==> config.mk <==
export PLATFORM = sky130hd
export DESIGN_NAME = alu_mul_sequencer
export DESIGN_NICKNAME = d
export VERILOG_FILES = /design/src/rtl/alu_mul_sequencer.sv
export SDC_FILE = /design/constraint.sdc
export NUM_CORES = 1
export LEC_CHECK = 0
export CAP_MARGIN = 20
export CORE_ASPECT_RATIO = 2
export CORE_MARGIN = 2
export CORE_UTILIZATION = 45
export CTS_CLUSTER_SIZE = 10
export DETAILED_ROUTE_END_ITERATION = 8
export PLACE_DENSITY = 0.83
export SLEW_MARGIN = 20
export SYNTH_ARGS = -nofsm -noshare
export SYNTH_HDL_FRONTEND = slang
export SYNTH_SLANG_ARGS = --single-unit
export TNS_END_PERCENT = 20
==> constraint.sdc <==
create_clock -name i_clk -period 2.3 [get_ports i_clk]
set_input_delay 0.46 -clock i_clk [delete_from_list [all_inputs] [get_ports i_clk]]
set_output_delay 0.46 -clock i_clk [all_outputs]
set_load 0.005 [all_outputs]
==> src/rtl/alu_mul_sequencer.sv <==
// Shift-and-add 16x16 multiplier (low 16 bits) that borrows the execute-stage
// ALU adder for one accumulate step per RUN cycle.
module alu_mul_sequencer #(
    parameter logic [2:0] ADD_OPCODE = 3'b000
) (
    input  logic        i_clk,
    input  logic        i_rstn,
    input  logic        i_start,
    input  logic [15:0] i_multiplicand,
    input  logic [15:0] i_multiplier,
    output logic        o_busy,
    output logic        o_done,
    output logic [15:0] o_product,
    output logic        o_aluReq,
    output logic [15:0] o_aluSrc1,
    output logic [15:0] o_aluSrc2,
    output logic [2:0]  o_aluOpcode,
    output logic        o_aluFlagBit,
    input  logic [15:0] i_aluResult
);

    typedef enum logic [1:0] {S_IDLE, S_RUN, S_DONE} state_e;

    state_e      state_q;
    logic [15:0] acc_q, mcand_q, mplier_q, product_q;
    logic [3:0]  count_q;
    logic        done_q, busy_q;

    logic [15:0] acc_d, mplier_d;
    logic        last_d;
    logic        run;

    assign run = (state_q == S_RUN);

    // Accumulate only when the current multiplier bit is set.
    always_comb begin
        acc_d    = mplier_q[0] ? i_aluResult : acc_q;
        mplier_d = {1'b0, mplier_q[15:1]};
        last_d   = (mplier_d == 16'd0) || (count_q == 4'd15);
    end

    always_ff @(posedge i_clk or negedge i_rstn) begin
        if (!i_rstn) begin
            state_q   <= S_IDLE;
            acc_q     <= '0;
            mcand_q   <= '0;
            mplier_q  <= '0;
            count_q   <= '0;
            product_q <= '0;
            done_q    <= 1'b0;
            busy_q    <= 1'b0;
        end else begin
            case (state_q)
                S_IDLE: begin
                    if (i_start) begin
                        mcand_q  <= i_multiplicand;
                        mplier_q <= i_multiplier;
                        acc_q    <= '0;
                        count_q  <= '0;
                        busy_q   <= 1'b1;
                        // A zero operand skips the ALU entirely.
                        if (i_multiplicand == 16'd0 || i_multiplier == 16'd0) begin
                            state_q   <= S_DONE;
                            product_q <= '0;
                            done_q    <= 1'b1;
                        end else begin
                            state_q <= S_RUN;
                        end
                    end
                end
                S_RUN: begin
                    acc_q    <= acc_d;
                    mcand_q  <= {mcand_q[14:0], 1'b0};
                    mplier_q <= mplier_d;
                    count_q  <= count_q + 4'd1;
                    if (last_d) begin
                        state_q   <= S_DONE;
                        product_q <= acc_d;
                        done_q    <= 1'b1;
                    end
                end
                S_DONE: begin
                    state_q <= S_IDLE;
                    done_q  <= 1'b0;
                    busy_q  <= 1'b0;
                end
                default: begin
                    state_q <= S_IDLE;
                    done_q  <= 1'b0;
                    busy_q  <= 1'b0;
                end
            endcase
        end
    end

    assign o_busy       = busy_q;
    assign o_done       = done_q;
    assign o_product    = product_q;
    assign o_aluReq     = run;
    assign o_aluSrc1    = run ? acc_q   : 16'd0;
    assign o_aluSrc2    = run ? mcand_q : 16'd0;
    assign o_aluOpcode  = ADD_OPCODE;
    assign o_aluFlagBit = 1'b0;

endmodule

[Yosys cells after proc, flatten, opt, wreduce, memory -nomap -nowiden]
Cells that the tools add are included.
Storage, ports and cells
  bits in registers: 72
  bits of input ports: 51
  output and inout bits: 55
Operators by class
  add/subtract/negate cells: 1
  equality and inequality tests: 5
  muxes and demuxes: 25
  bitwise gates (word level): 1
  reduce and logical (&&, ||, !) cells: 12
Operators by type and width (count)
  $mux W16: 9
  $pmux W16 S2: 4
  $logic_not A16 Y1: 2
  $logic_not A15 Y1: 1
  $pmux W4 S2: 1
  $mux W2: 3
  $ne A2 B2 Y1 const B: 3
  $reduce_and A2 Y1: 3
  $add A4 B1 Y4 const B: 1
  $eq A4 B4 Y1 const B: 1
  $mux W1: 4
  $mux W4: 1
  $pmux W1 S2: 2
  $pmux W2 S2: 1
  $reduce_and A4 Y1: 1
  $reduce_and A3 Y1: 1
  $eq A2 B1 Y1 const B: 1
  $logic_not A2 Y1: 1
  $logic_or A1 B1 Y1: 2
  $reduce_bool A2 Y1: 1
  $not A1 Y1: 1

[Logic depth before layout (Yosys ltp)]
  depth after elaboration: 5
  mapped depth: 7
  mapped depth without buffers: 5

[Least setup slack after synthesis]
OpenSTA, ideal clock, no wires.
  path kind: flip-flop to output port
  start: reg state_q[1]
  end: out o_aluSrc1[0]
  data arrival time: 1.345 ns
  data required time: 1.840 ns
  setup slack: 0.495 ns
  stages on the path, launching flop included: 7
  buffers on the path: 3
  path through: dfrtp_1 nand2b_1 buf_2 inv_2 clkbuf_1 clkbuf_1 and2_1
Between the ends
  longest elaborated chain between the ends: 2
Ends and longest elaborated chain
  start: declaration: line 24  | state_e state_q;
  start signal: assignment: line 44  | state_q <= S_IDLE;
  start signal: assignment: line 63  | state_q <= S_DONE;
  start signal: assignment: line 67  | state_q <= S_RUN;
  $eq A2 B1 Y1: line 33  | assign run = (state_q == S_RUN);
  $mux W16: line 100  | assign o_aluSrc1 = run ? acc_q : 16'd0;
  end: declaration: line 15  | output logic [15:0] o_aluSrc1,
No other way between the ends.

[Worst setup path in the final report]
  start: reg state_q[1]
  end: out o_aluSrc2[8]
Between the ends
  longest elaborated chain between the ends: 2
Ends and longest elaborated chain
  $eq A2 B1 Y1: line 33
  $mux W16: line 101  | assign o_aluSrc2 = run ? mcand_q : 16'd0;
  end: declaration: line 16  | output logic [15:0] o_aluSrc2,
No other way between the ends.

==> impl_metrics.py <==
metrics = {
    "synth": {
        "synth_warnings": 0,
        "synthAdderAreaFrac_pct": 0.361,
        "yosysSeqAreaShare_pct": 51.9,
        "ys_types": 31,
        "synth_edf_count": 0,
        "synth.avg_cell_area_um2": 10.5,
        "yosys-top-cells-area": "dfrtp_1 (52%), mux2i_1 (8.9%), and2_1 (5.8%)",
        "synth_top_family_by_area": "simple AND/OR/NAND/NOR gates",
        "synth-simple-area-share_pct": 16.2,
        "ys_ff_latch": 72,
        "synth_compound_area_share_pct": 11.9,
        "async_flop_share_pct": 100,
        "synth_top_area_share_pct": 51.9,
        "synthXorXnorAreaFrac_pct": 0.253,
        "synth_top_area_cell": "dfrtp_1",
        "syn_area_um2": 3470,
        "syn_inst": 330,
        "synthMuxAreaShare_pct": 15.0,
        "synth-main-ff-cell": "dfrtp_1",
    },
    "route": {
        "vias_per_cell": 5.27,
        "wl_per_cell_um": 15.8,
        "wl_um": 8390,
        "first_pass_iters": 5,
        "via_count": 2791,
        "drc_errors": 0,
        "postRouteAntennaNets": 0,
        "drt_iter0_markers": 109,
    },
    "finish": {
        "areaGrowthSynthToFinish_pct": 41.4,
        "layout_commonest_cell": "clkdlybuf4s50_1",
        "finalNetCount": 484,
        "seqCellArea_um2": 1800,
        "final_util_pct": 65.0,
        "fillCellCount": 633,
        "final_layout_size_suffix_gt1_share_pct": 11.5,
        "insertedDiodeCount": 0,
        "finalNonFillerCells": 530,
        "multi_input_area_um2": 1550,
        "final_cell_mix": "clkdlybuf4s50_1 (99), dfrtp_1 (71), o21ai_0 (35), nand2_1 (33)",
    },
    "power": {
        "p_leak_nw": 2.31,
        "clkPwrFrac_pct": 19.9,
        "irDropWorstVdd_mv": 0.875,
        "power_frac_seq_pct": 33.7,
        "p_per_area_nw_per_um2": 1270,
        "internal-power_mw": 4.09,
        "p_sw_share_pct": 34.6,
        "total_power_mw": 6.25,
        "p_sw_mw": 2.16,
        "combinationalPowerShare_pct": 46.4,
    },
    "global_routing": {
        "grt_use_total_pct": 20.6,
        "antenna_found_initial": 0,
        "gr-total-overflow": 0,
        "grt_max_degree": 83,
        "grt_pass1_wl_um": 13300,
        "grt_pass1_vias": 2775,
    },
    "setup_path": {
        "slowest_delay_ns": 0.51,
        "worst_setup_path_end_kind": "primary output",
        "cp_cell_sequence": "nand2b_4 > inv_6 > buf_4 > and2_1 > clkdlybuf4s50_1",
        "arrival_ns": 1.78,
        "cp_max_fo": 7,
        "ff2ff_path_depth": 6,
        "startpoint_type": "register",
        "critPathKind": "reg -> out",
        "critPathSlowestCell": "clkdlybuf4s50_1",
        "crit_required_ns": 1.84,
    },
    "sta": {
        "fin_crit_ns": 2.24,
        "period_share_pct": 97.6,
        "timing_hold_violations_final": 0,
        "fin_tns_setup_ns": 0,
        "fmax_ghz": 0.446,
        "setup_viol": 0,
        "setup_ws_ns": 0.0559,
        "drv_slew": 0,
        "relSlewSlack_pct": 39.9,
        "skew_ns": 0.00703,
        "worstMarginPinSlew_ns": 0.901,
        "rsz0062_at_grt": "no",
    },
    "min_path": {
        "min_path_type": "in -> async",
    },
    "cts": {
        "ctsLongestPathBuffers": 2,
        "cts_tree": "yes",
        "cts_root_buf": "clkbuf_16",
        "clk_latency_ns": 0.33,
        "cts.sinks": 72,
        "clkTransAtPathRegs_ns": 0.05,
        "htree_levels": 3,
        "hold_buffers": 0,
        "cts_buffers": 9,
    },
    "placement": {
        "place_worst_setup_slack_ns": -0.0913,
        "dp_cells": 512,
        "port_buffers": 101,
        "dp_hpwl_um": 5880,
        "gpl.final_weighted_congestion": 0.870,
    },
    "floorplan": {
        "die_area_um2": 8470,
        "core-area_um2": 7540,
        "die_w_um": 66.1,
        "initial_core_util_pct": 46.0,
        "rows": 45,
        "io_pins": 106,
        "die_y_um": 128,
    },
    "run_status": {
        "outcome": "complete, no violations",
    },
    "job": {
        "maxCapViolCount": 0,
    },
}
[power groups by stage]
stage | sequential (mW) | combinational (mW) | clock (mW)
3_5_place_dp | 2.12 | 2.80 | 0
5_1_grt | 2.17 | 3.18 | 1.32
4_1_cts | 2.11 | 2.93 | 1.28
2_1_floorplan | 2.02 | 1.74 | 0
6_report | 2.11 | 2.90 | 1.24
3_3_place_gp | 2.09 | 2.73 | 0
[through the flow]
step / instance area, µm² / hold slack [ns]
floorplan: 3480 / 0.164
global placement: 4590 / 0.455
detailed placement: 4590 / 0.464
CTS: 4900 / 0.293
global route: 4900 / 0.338
finish: 4900 / 0.262
[final cells by class]
| class | instances | share of cell area (%) |
|---|---|---|
| timing repair buffer | 113 | 23.2 |
| clock buffer | 15 | 5.46 |
| sequential | 72 | 36.8 |
| multi-input combinational | 231 | 31.7 |
| tap | 94 | 2.40 |
| inverter | 5 | 0.485 |
[flip-flops by register name (all words and copies together) (netlist names)]
signal	cells
acc_q	16
count_q	4
mcand_q	16
mplier_q	16
o_busy	1
o_done	1
o_product	16
state_q	2
[worst max-delay path, delay by kind of cell, from the launching register on]
family	cells	cell delay, ns
flops	1	0.38
buf+inv	3	0.73
simple gates	2	0.34
[repair_timing]
action	4_1_cts	5_1_grt
endpoints found under the setup margin	33	0
setup buffers	3	0
resized for setup	7	0
[per-layer routing]
metal | global-route usage, % | wire length, µm | vias up
met4 | 9.72 | 202 | 0
met1 | 22.4 | 3080 | 1365
li1 | - | - | 1332
met3 | 2.55 | 285 | 16
met2 | 38.1 | 4820 | 78
met5 | 0 | 0 | -
[Yosys cell counts, types with 8 or more instances]
cell,count
dfrtp_1,72
o21ai_0,35
nand2_1,33
and2_1,32
mux2i_1,31
nor2_1,19
a21o_1,16
a21oi_1,16
nor4_1,9
buf_2,8
mux2_2,8
mux2_4,8
[worst paths after layout]
check | from | end | slack, ns
max | state_q[1] | o_aluSrc2[8] | 0.06
max reg2reg | mplier_q[8] | o_product[12] | 0.51
min in group i_clk | mcand_q[14] | mcand_q[14] | 0.47
min | i_rstn | acc_q[1] | 0.26
max in group asynchronous | i_rstn | state_q[0] | 1.39
min reg2reg | mcand_q[14] | mcand_q[14] | 0.47
[logic make-up after synthesis]
| kind of cell | Yosys count |
|---|---|
| xor gates and xnor gates | 1 |
| and+or+nand+nor | 106 |
| muxes | 47 |
| other | 1 |
| buffers and inverters | 30 |
| adders and majority gates | 1 |
| AOI/OAI and AO/OA | 72 |
| DFF | 72 |
Note: power is estimated with default switching activity, not from simulation.
